[src/rtl/tank_pkg.sv]
// Shared types and constants for the tank bullet logic.
// Holds the slot-pool geometry, the owner encoding, and the spawn command
// layout shared by the scheduler and its per-tank shot gates.
package tank_pkg;

    localparam int NUM_SLOTS = 8;
    localparam int SLOT_W    = 3;
    localparam int ANGLE_MAX = 44;
    localparam int POS_W     = 10;
    localparam int ANGLE_W   = 6;
    localparam int AMMO_W    = 3;

    typedef enum logic {
        TANK1 = 1'b0,
        TANK2 = 1'b1
    } owner_t;

    typedef struct packed {
        logic [SLOT_W-1:0]  slot;
        owner_t             owner;
        logic [POS_W-1:0]   x;
        logic [POS_W-1:0]   y;
        logic [ANGLE_W-1:0] angle;
    } spawn_cmd_t;

endpackage

[src/rtl/shot_gate.sv]
// Per-tank shot gate: turns a held shoot level into at most one request per
// press, gated by the tank's cooldown and live-bullet count.
//
// Ports:
//   frame_clk  frame clock
//   Reset      asynchronous active-high reset
//   clear      synchronous clear (round over)
//   shoot      held shoot level from the tank
//   ammo       live bullet count owned by this tank (registered, from top)
//   grant      this tank won a slot this frame
//   req        request is live this frame (new edge or pending, and eligible)
module shot_gate
    import tank_pkg::*;
#(
    parameter int COOLDOWN     = 15,
    parameter int MAX_PER_TANK = 4
) (
    input  logic              frame_clk,
    input  logic              Reset,
    input  logic              clear,
    input  logic              shoot,
    input  logic [AMMO_W-1:0] ammo,
    input  logic              grant,
    output logic              req
);

    localparam int                COOL_W    = $clog2(COOLDOWN + 1);
    localparam logic [COOL_W-1:0] COOL_LOAD = COOL_W'(COOLDOWN);
    localparam logic [COOL_W-1:0] COOL_ONE  = COOL_W'(1);
    localparam logic [AMMO_W-1:0] AMMO_CAP  = AMMO_W'(MAX_PER_TANK);

    logic              shoot_prev;
    logic              pending;
    logic [COOL_W-1:0] cooldown;
    logic              rise;
    logic              eligible;

    assign rise     = shoot & ~shoot_prev;
    assign eligible = (cooldown == '0) && (ammo < AMMO_CAP);
    // A new edge while pending simply merges into the pending request; an
    // ineligible request (new or pending) vanishes rather than waiting.
    assign req      = (rise | pending) & eligible;

    always_ff @(posedge frame_clk or posedge Reset) begin
        if (Reset) begin
            shoot_prev <= 1'b0;
            pending    <= 1'b0;
            cooldown   <= '0;
        end else if (clear) begin
            shoot_prev <= 1'b0;
            pending    <= 1'b0;
            cooldown   <= '0;
        end else begin
            shoot_prev <= shoot;
            // Losing arbitration (or finding no free slot) keeps the request.
            pending    <= req & ~grant;
            if (grant) begin
                cooldown <= COOL_LOAD;
            end else if (cooldown != '0) begin
                cooldown <= cooldown - COOL_ONE;
            end
        end
    end

endmodule

[src/rtl/bullet_scheduler.sv]
// Bullet slot scheduler for two tanks.
// Shares a fixed pool of bullet slots between the tanks, grants at most one
// spawn per frame (round-robin on contention), tracks per-slot lifetime and
// per-tank live counts, and retires slots on expiry or hit.
//
// Ports:
//   frame_clk, Reset        frame clock, async active-high reset
//   game_end                nonzero clears all state at the next frame edge
//   shoot1/2                held shoot levels
//   tank1_*/tank2_*         tank position and angle, sampled at grant
//   slot_hit                per-slot collision strobe
//   spawn_*                 registered spawn command to the bullet datapath
//   slot_active/slot_owner  live mask and owner bit per slot
//   ammo1/2                 live bullet count per tank
//
// Spawn handshake: spawn_valid is a one-frame pulse with no ready; the
// datapath must load the bullet in the frame the pulse is present. The
// spawn_* fields are meaningful only while spawn_valid is high and read zero
// otherwise.
module bullet_scheduler
    import tank_pkg::*;
#(
    parameter int MAX_PER_TANK = 4,
    parameter int LIFETIME     = 600,
    parameter int COOLDOWN     = 15
) (
    input  logic                 frame_clk,
    input  logic                 Reset,
    input  logic [1:0]           game_end,
    input  logic                 shoot1,
    input  logic                 shoot2,
    input  logic [POS_W-1:0]     tank1_x,
    input  logic [POS_W-1:0]     tank1_y,
    input  logic [POS_W-1:0]     tank2_x,
    input  logic [POS_W-1:0]     tank2_y,
    input  logic [ANGLE_W-1:0]   tank1_angle,
    input  logic [ANGLE_W-1:0]   tank2_angle,
    input  logic [NUM_SLOTS-1:0] slot_hit,
    output logic                 spawn_valid,
    output logic [SLOT_W-1:0]    spawn_slot,
    output logic                 spawn_owner,
    output logic [POS_W-1:0]     spawn_x,
    output logic [POS_W-1:0]     spawn_y,
    output logic [ANGLE_W-1:0]   spawn_angle,
    output logic [NUM_SLOTS-1:0] slot_active,
    output logic [NUM_SLOTS-1:0] slot_owner,
    output logic [AMMO_W-1:0]    ammo1,
    output logic [AMMO_W-1:0]    ammo2
);

    localparam int                LIFE_W    = $clog2(LIFETIME + 1);
    localparam logic [LIFE_W-1:0] LIFE_LOAD = LIFE_W'(LIFETIME);
    localparam logic [LIFE_W-1:0] LIFE_ONE  = LIFE_W'(1);
    localparam logic [AMMO_W:0]   CNT_ONE   = (AMMO_W+1)'(1);

    logic                 clear;
    logic                 req1;
    logic                 req2;
    logic                 contested;
    logic                 rr;          // 0 favours tank 1 on contention
    owner_t               winner;
    logic                 grant_any;
    logic                 grant1;
    logic                 grant2;
    logic [SLOT_W-1:0]    free_slot;
    logic                 any_free;
    logic [NUM_SLOTS-1:0] retire;
    logic [AMMO_W:0]      ret1;
    logic [AMMO_W:0]      ret2;
    logic [AMMO_W:0]      ammo1_next;
    logic [AMMO_W:0]      ammo2_next;
    logic [LIFE_W-1:0]    life [NUM_SLOTS];
    spawn_cmd_t           cmd;
    spawn_cmd_t           spawn_q;

    assign clear = |game_end;

    shot_gate #(
        .COOLDOWN     (COOLDOWN),
        .MAX_PER_TANK (MAX_PER_TANK)
    ) gate1 (
        .frame_clk (frame_clk),
        .Reset     (Reset),
        .clear     (clear),
        .shoot     (shoot1),
        .ammo      (ammo1),
        .grant     (grant1),
        .req       (req1)
    );

    shot_gate #(
        .COOLDOWN     (COOLDOWN),
        .MAX_PER_TANK (MAX_PER_TANK)
    ) gate2 (
        .frame_clk (frame_clk),
        .Reset     (Reset),
        .clear     (clear),
        .shoot     (shoot2),
        .ammo      (ammo2),
        .grant     (grant2),
        .req       (req2)
    );

    // Lowest-index free slot from the registered mask, so a slot retired
    // this frame only becomes reusable next frame.
    always_comb begin
        free_slot = '0;
        any_free  = 1'b0;
        for (int i = NUM_SLOTS - 1; i >= 0; i--) begin
            if (!slot_active[i]) begin
                free_slot = SLOT_W'(i);
                any_free  = 1'b1;
            end
        end
    end

    always_comb begin
        contested = req1 & req2;
        if (contested) begin
            winner = rr ? TANK2 : TANK1;
        end else if (req2) begin
            winner = TANK2;
        end else begin
            winner = TANK1;
        end
        grant_any = (req1 | req2) & any_free;
        grant1    = grant_any & (winner == TANK1);
        grant2    = grant_any & (winner == TANK2);
    end

    always_comb begin
        cmd.slot  = free_slot;
        cmd.owner = winner;
        cmd.x     = (winner == TANK2) ? tank2_x : tank1_x;
        cmd.y     = (winner == TANK2) ? tank2_y : tank1_y;
        cmd.angle = (winner == TANK2) ? tank2_angle : tank1_angle;
    end

    // A hit coinciding with expiry is still a single retire; hits on idle
    // slots are masked out by slot_active.
    always_comb begin
        retire = '0;
        ret1   = '0;
        ret2   = '0;
        for (int i = 0; i < NUM_SLOTS; i++) begin
            retire[i] = slot_active[i] & ((life[i] == LIFE_ONE) | slot_hit[i]);
            if (retire[i]) begin
                if (slot_owner[i]) begin
                    ret2 = ret2 + CNT_ONE;
                end else begin
                    ret1 = ret1 + CNT_ONE;
                end
            end
        end
    end

    // One spare bit catches an underflow so a count clamps at zero
    // instead of wrapping.
    assign ammo1_next = {1'b0, ammo1} + {{AMMO_W{1'b0}}, grant1} - ret1;
    assign ammo2_next = {1'b0, ammo2} + {{AMMO_W{1'b0}}, grant2} - ret2;

    always_ff @(posedge frame_clk or posedge Reset) begin
        if (Reset) begin
            spawn_valid <= 1'b0;
            spawn_q     <= '0;
            rr          <= 1'b0;
            slot_active <= '0;
            slot_owner  <= '0;
            ammo1       <= '0;
            ammo2       <= '0;
            for (int i = 0; i < NUM_SLOTS; i++) begin
                life[i] <= '0;
            end
        end else if (clear) begin
            spawn_valid <= 1'b0;
            spawn_q     <= '0;
            rr          <= 1'b0;
            slot_active <= '0;
            slot_owner  <= '0;
            ammo1       <= '0;
            ammo2       <= '0;
            for (int i = 0; i < NUM_SLOTS; i++) begin
                life[i] <= '0;
            end
        end else begin
            spawn_valid <= grant_any;
            spawn_q     <= grant_any ? cmd : '0;
            if (grant_any && contested) begin
                rr <= ~rr;
            end
            for (int i = 0; i < NUM_SLOTS; i++) begin
                // The granted slot is idle, so it can never also be retiring.
                if (grant_any && (free_slot == SLOT_W'(i))) begin
                    slot_active[i] <= 1'b1;
                    slot_owner[i]  <= (winner == TANK2);
                    life[i]        <= LIFE_LOAD;
                end else if (retire[i]) begin
                    slot_active[i] <= 1'b0;
                    life[i]        <= '0;
                end else if (slot_active[i]) begin
                    life[i] <= life[i] - LIFE_ONE;
                end
            end
            ammo1 <= ammo1_next[AMMO_W] ? '0 : ammo1_next[AMMO_W-1:0];
            ammo2 <= ammo2_next[AMMO_W] ? '0 : ammo2_next[AMMO_W-1:0];
        end
    end

    assign spawn_slot  = spawn_q.slot;
    assign spawn_owner = spawn_q.owner;
    assign spawn_x     = spawn_q.x;
    assign spawn_y     = spawn_q.y;
    assign spawn_angle = spawn_q.angle;

endmodule

[config.mk]
export PLATFORM = sky130hd
export DESIGN_NAME = bullet_scheduler
export DESIGN_NICKNAME = d
export VERILOG_FILES = /design/src/rtl/tank_pkg.sv /design/src/rtl/shot_gate.sv /design/src/rtl/bullet_scheduler.sv
export SDC_FILE = /design/constraint.sdc
export NUM_CORES = 1
export LEC_CHECK = 0
export CORE_ASPECT_RATIO = 0.75
export CORE_MARGIN = 1
export CORE_UTILIZATION = 52
export DETAILED_ROUTE_END_ITERATION = 16
export GPL_TIMING_DRIVEN = 0
export PLACE_DENSITY = 0.76
export SLEW_MARGIN = 40
export SYNTH_ARGS = -nofsm -noshare
export SYNTH_HDL_FRONTEND = slang
export SYNTH_SLANG_ARGS = --single-unit
[constraint.sdc]
create_clock -name frame_clk -period 16.21 [get_ports frame_clk]
set_input_delay 3.242 -clock frame_clk [delete_from_list [all_inputs] [get_ports frame_clk]]
set_output_delay 3.242 -clock frame_clk [all_outputs]
set_load 0.005 [all_outputs]
==> reports/qor.csv <==
metric,value,unit
cts-root-buf,clkbuf_16,
htreeDepth,4,
antenna_found_initial,0,
grt_pass1_vias,7832,
routabilityCongestion,0.937,
grt_max_degree,61,
start_util,53.7,%
first_pass_iters,6,
drv_slew,0,
clk_latency,0.44,ns
comb_power_share,33.2,%
worst_pin_slew,0.783,ns
syn2layout_area_growth,23.3,%
postLayoutCellArea,0.0112,mm^2
synthCells,1055,
dpl_cell_area,0.0107,mm^2
worst_path_max_delay_cell,clkdlybuf4s50_1,
setup_viol,0,
ys_seq_area_share,40.1,%
synth.yosys.warnings,0,
criticalPathCategory,in -> reg,
cts_buffer_depth,2,
drc_errors,0,
cts_setup_buffers,0,
async_reset_ff_share,100,%
ios,119,
ctsHoldBuffers,0,
max_cap_violations,0,
vdd_drop_max,53.1,uV
ys_types,76,
tns,0,ns
dp.final_hpwl,17500,um
hold_viol_final,0,
cp-start-kind,primary input,
dr_total_vias,8183,
syn_area_per_cell,8.64,um^2
die_w,155,um
max_slew_margin,47.6,%
p_sw,0.000441,W
crit_family,simple AND/OR/NAND/NOR gates,
synth.ff_latch_count,146,
endpoint_kind,flop,
core_area,0.0170,mm^2
port-buffer-count,118,
cpMostUsedCell,ha_1,
post-route-period-util,60.6,%
drt_iter0_drc,703,
totalWireLength,23800,um
grt_setup_unrepaired,false,
synth_area,0.00911,mm^2
dieArea,0.0181,mm^2
crit_required,16.53,ns
via_per_inst,5.67,
numCtsBuffers,17,
clkPwrFrac,31.4,%
seqPwrFrac,35.3,%
clock_sinks,146,
ys.flop_type,dfrtp_1,
cpPeakStageDelay,0.43,ns
fillCellCount,1430,
crit_arrival,10.15,ns
fin_nets,1306,
crit_buf_inv,3,
cts_resized,0,
num_rows,41,
ant_nets,0,
intPower,0.000813,W
holdCritPathClass,reg -> reg,
wire_per_inst,16.5,um
post-route-util,66.2,%
grt_pass1_wl,39100,um
num_antenna_cells,0,
cts_tree,built,
synth_edf_count,0,
path_max_fanout,6,
status,"finished, final reports clean",
p_per_area,112,mW/mm^2
p_sw_share,35.2,%
synthesis.nets,1167,
grt_remaining_overflow,0,
timing.hold.ws,0.522,ns
leakagePower,4.93,nW
fin_skew,0.0127,ns
track_usage,27.7,%
drive_gt1_share,6.13,%
dieHeight,117,um
clk_pin_slew,0.06,ns
period_needed,9.83,ns
clock.fmax,102,MHz
cell usage after synthesis, types with 9 or more instances:
master,instances,share of area [%]
dfrtp_1,146,40
nand2_1,146,6.0
nor2_1,122,5.0
a21oi_1,80,4.4
o21ai_0,70,3.8
inv_1,53,2.2
nor3_1,46,2.5
ha_1,44,6.0
xnor2_1,37,3.6
clkbuf_1,31,1.3
nand3_1,29,1.6
xor2_1,18,1.7
or3_1,17,1.2
and2_1,16,1.1
nor4_1,13,0.89
mux2i_1,11,1.2
and3_1,10,0.69
nand2b_1,10,0.69
nand4_1,10,0.69
a22o_1,9,0.86
per-layer routing:
layer	track usage [%]	wire [um]	up-vias	share of wire (%)
met1	38.6	11300	3929	47
met5	0	0	-	0
met2	42.7	10700	231	45
met3	7.50	1540	25	6.4
li1	-	-	3998	-
met4	7.33	278	0	1.2
cells in the final DEF (no fill, tap or decap), types with 7 or more instances in the layout:
| cell | count |
|---|---|
| clkbuf_1 | 33 |
| xnor2_1 | 37 |
| and3_1 | 10 |
| a31oi_1 | 7 |
| inv_1 | 52 |
| and2_1 | 16 |
| nor2_1 | 122 |
| o22ai_1 | 7 |
| or3_1 | 17 |
| xor2_1 | 18 |
| nand3_1 | 29 |
| dfrtp_1 | 146 |
| nand2b_1 | 10 |
| nor3_1 | 46 |
| a22o_1 | 9 |
| or2_2 | 7 |
| nand2_1 | 146 |
| nor4_1 | 13 |
| mux2i_1 | 11 |
| nor2b_1 | 7 |
| or4_1 | 7 |
| a21oi_1 | 80 |
| nand4_1 | 10 |
| clkbuf_16 | 17 |
| clkdlybuf4s50_1 | 118 |
| o21ai_0 | 70 |
| ha_1 | 44 |
worst paths after layout:
path	from	end	slack [ns]	depth (start not counted)
max in group asynchronous	Reset	life[47]	12.45	3
worst min-delay path	life[6]	life[6]	0.52	1
worst min register to register	life[6]	life[6]	0.52	1
worst max-delay path	slot_hit[0]	ammo2[1]	6.38	33
worst max register to register	life[75]	ammo2[1]	8.84	33
min in group asynchronous	Reset	spawn_valid	3.16	2
stage by stage:
stage          cells  setup WS (ns)  total power (W)
2_1_floorplan   1055           7.28         0.000725
3_3_place_gp    1409           6.17         0.000851
3_5_place_dp    1411           6.05         0.000862
4_1_cts         1443           6.45          0.00126
5_1_grt         1443           6.03          0.00134
6_report        1443           6.38          0.00125
power groups by stage:
stage | Clock [W] | Sequential, W | Combinational [W]
4_1_cts | 0.000399 | 0.000443 | 0.000417
5_1_grt | 0.000415 | 0.000449 | 0.000471
3_3_place_gp | 0 | 0.000448 | 0.000404
6_report | 0.000394 | 0.000443 | 0.000417
3_5_place_dp | 0 | 0.000449 | 0.000413
2_1_floorplan | 0 | 0.000444 | 0.000281
cell families (layout without fill, tap and decap cells):
family | Yosys count | count (layout) | synth area share, %
XOR/XNOR | 62 | 62 | 6.99
adder cells (fa/ha/maj) | 46 | 46 | 6.48
AND/OR/NAND/NOR | 469 | 469 | 25.4
multiplexers | 13 | 13 | 1.46
AO/OA/AOI/OAI | 231 | 231 | 15.9
flip-flops | 146 | 146 | 40.1
buffers and inverters | 88 | 240 | 3.72
state kept, by name, summed over array words and instances (netlist names):
register          flops
slot_owner            8
spawn_slot            3
spawn_valid           1
gate2.cooldown        4
gate2.pending         1
slot_active           8
gate1.pending         1
rr                    1
ammo1                 3
gate1.shoot_prev      1
life                 80
spawn_angle           6
gate1.cooldown        4
ammo2                 3
spawn_y              10
spawn_owner           1
gate2.shoot_prev      1
spawn_x              10
cell type report:
| type | count | area, um^2 | area share [%] |
|---|---|---|---|
| repair buffers | 120 | 1240 | 11.0 |
| inverters | 54 | 210 | 1.87 |
| flip-flops and latches | 146 | 3650 | 32.5 |
| well taps | 236 | 295 | 2.63 |
| multi-input cells | 821 | 5130 | 45.6 |
| clock inverters | 12 | 131 | 1.17 |
| clock buffers | 20 | 447 | 3.98 |
| plain buffers | 34 | 136 | 1.21 |
Note: power is estimated with default switching activity, not from simulation.
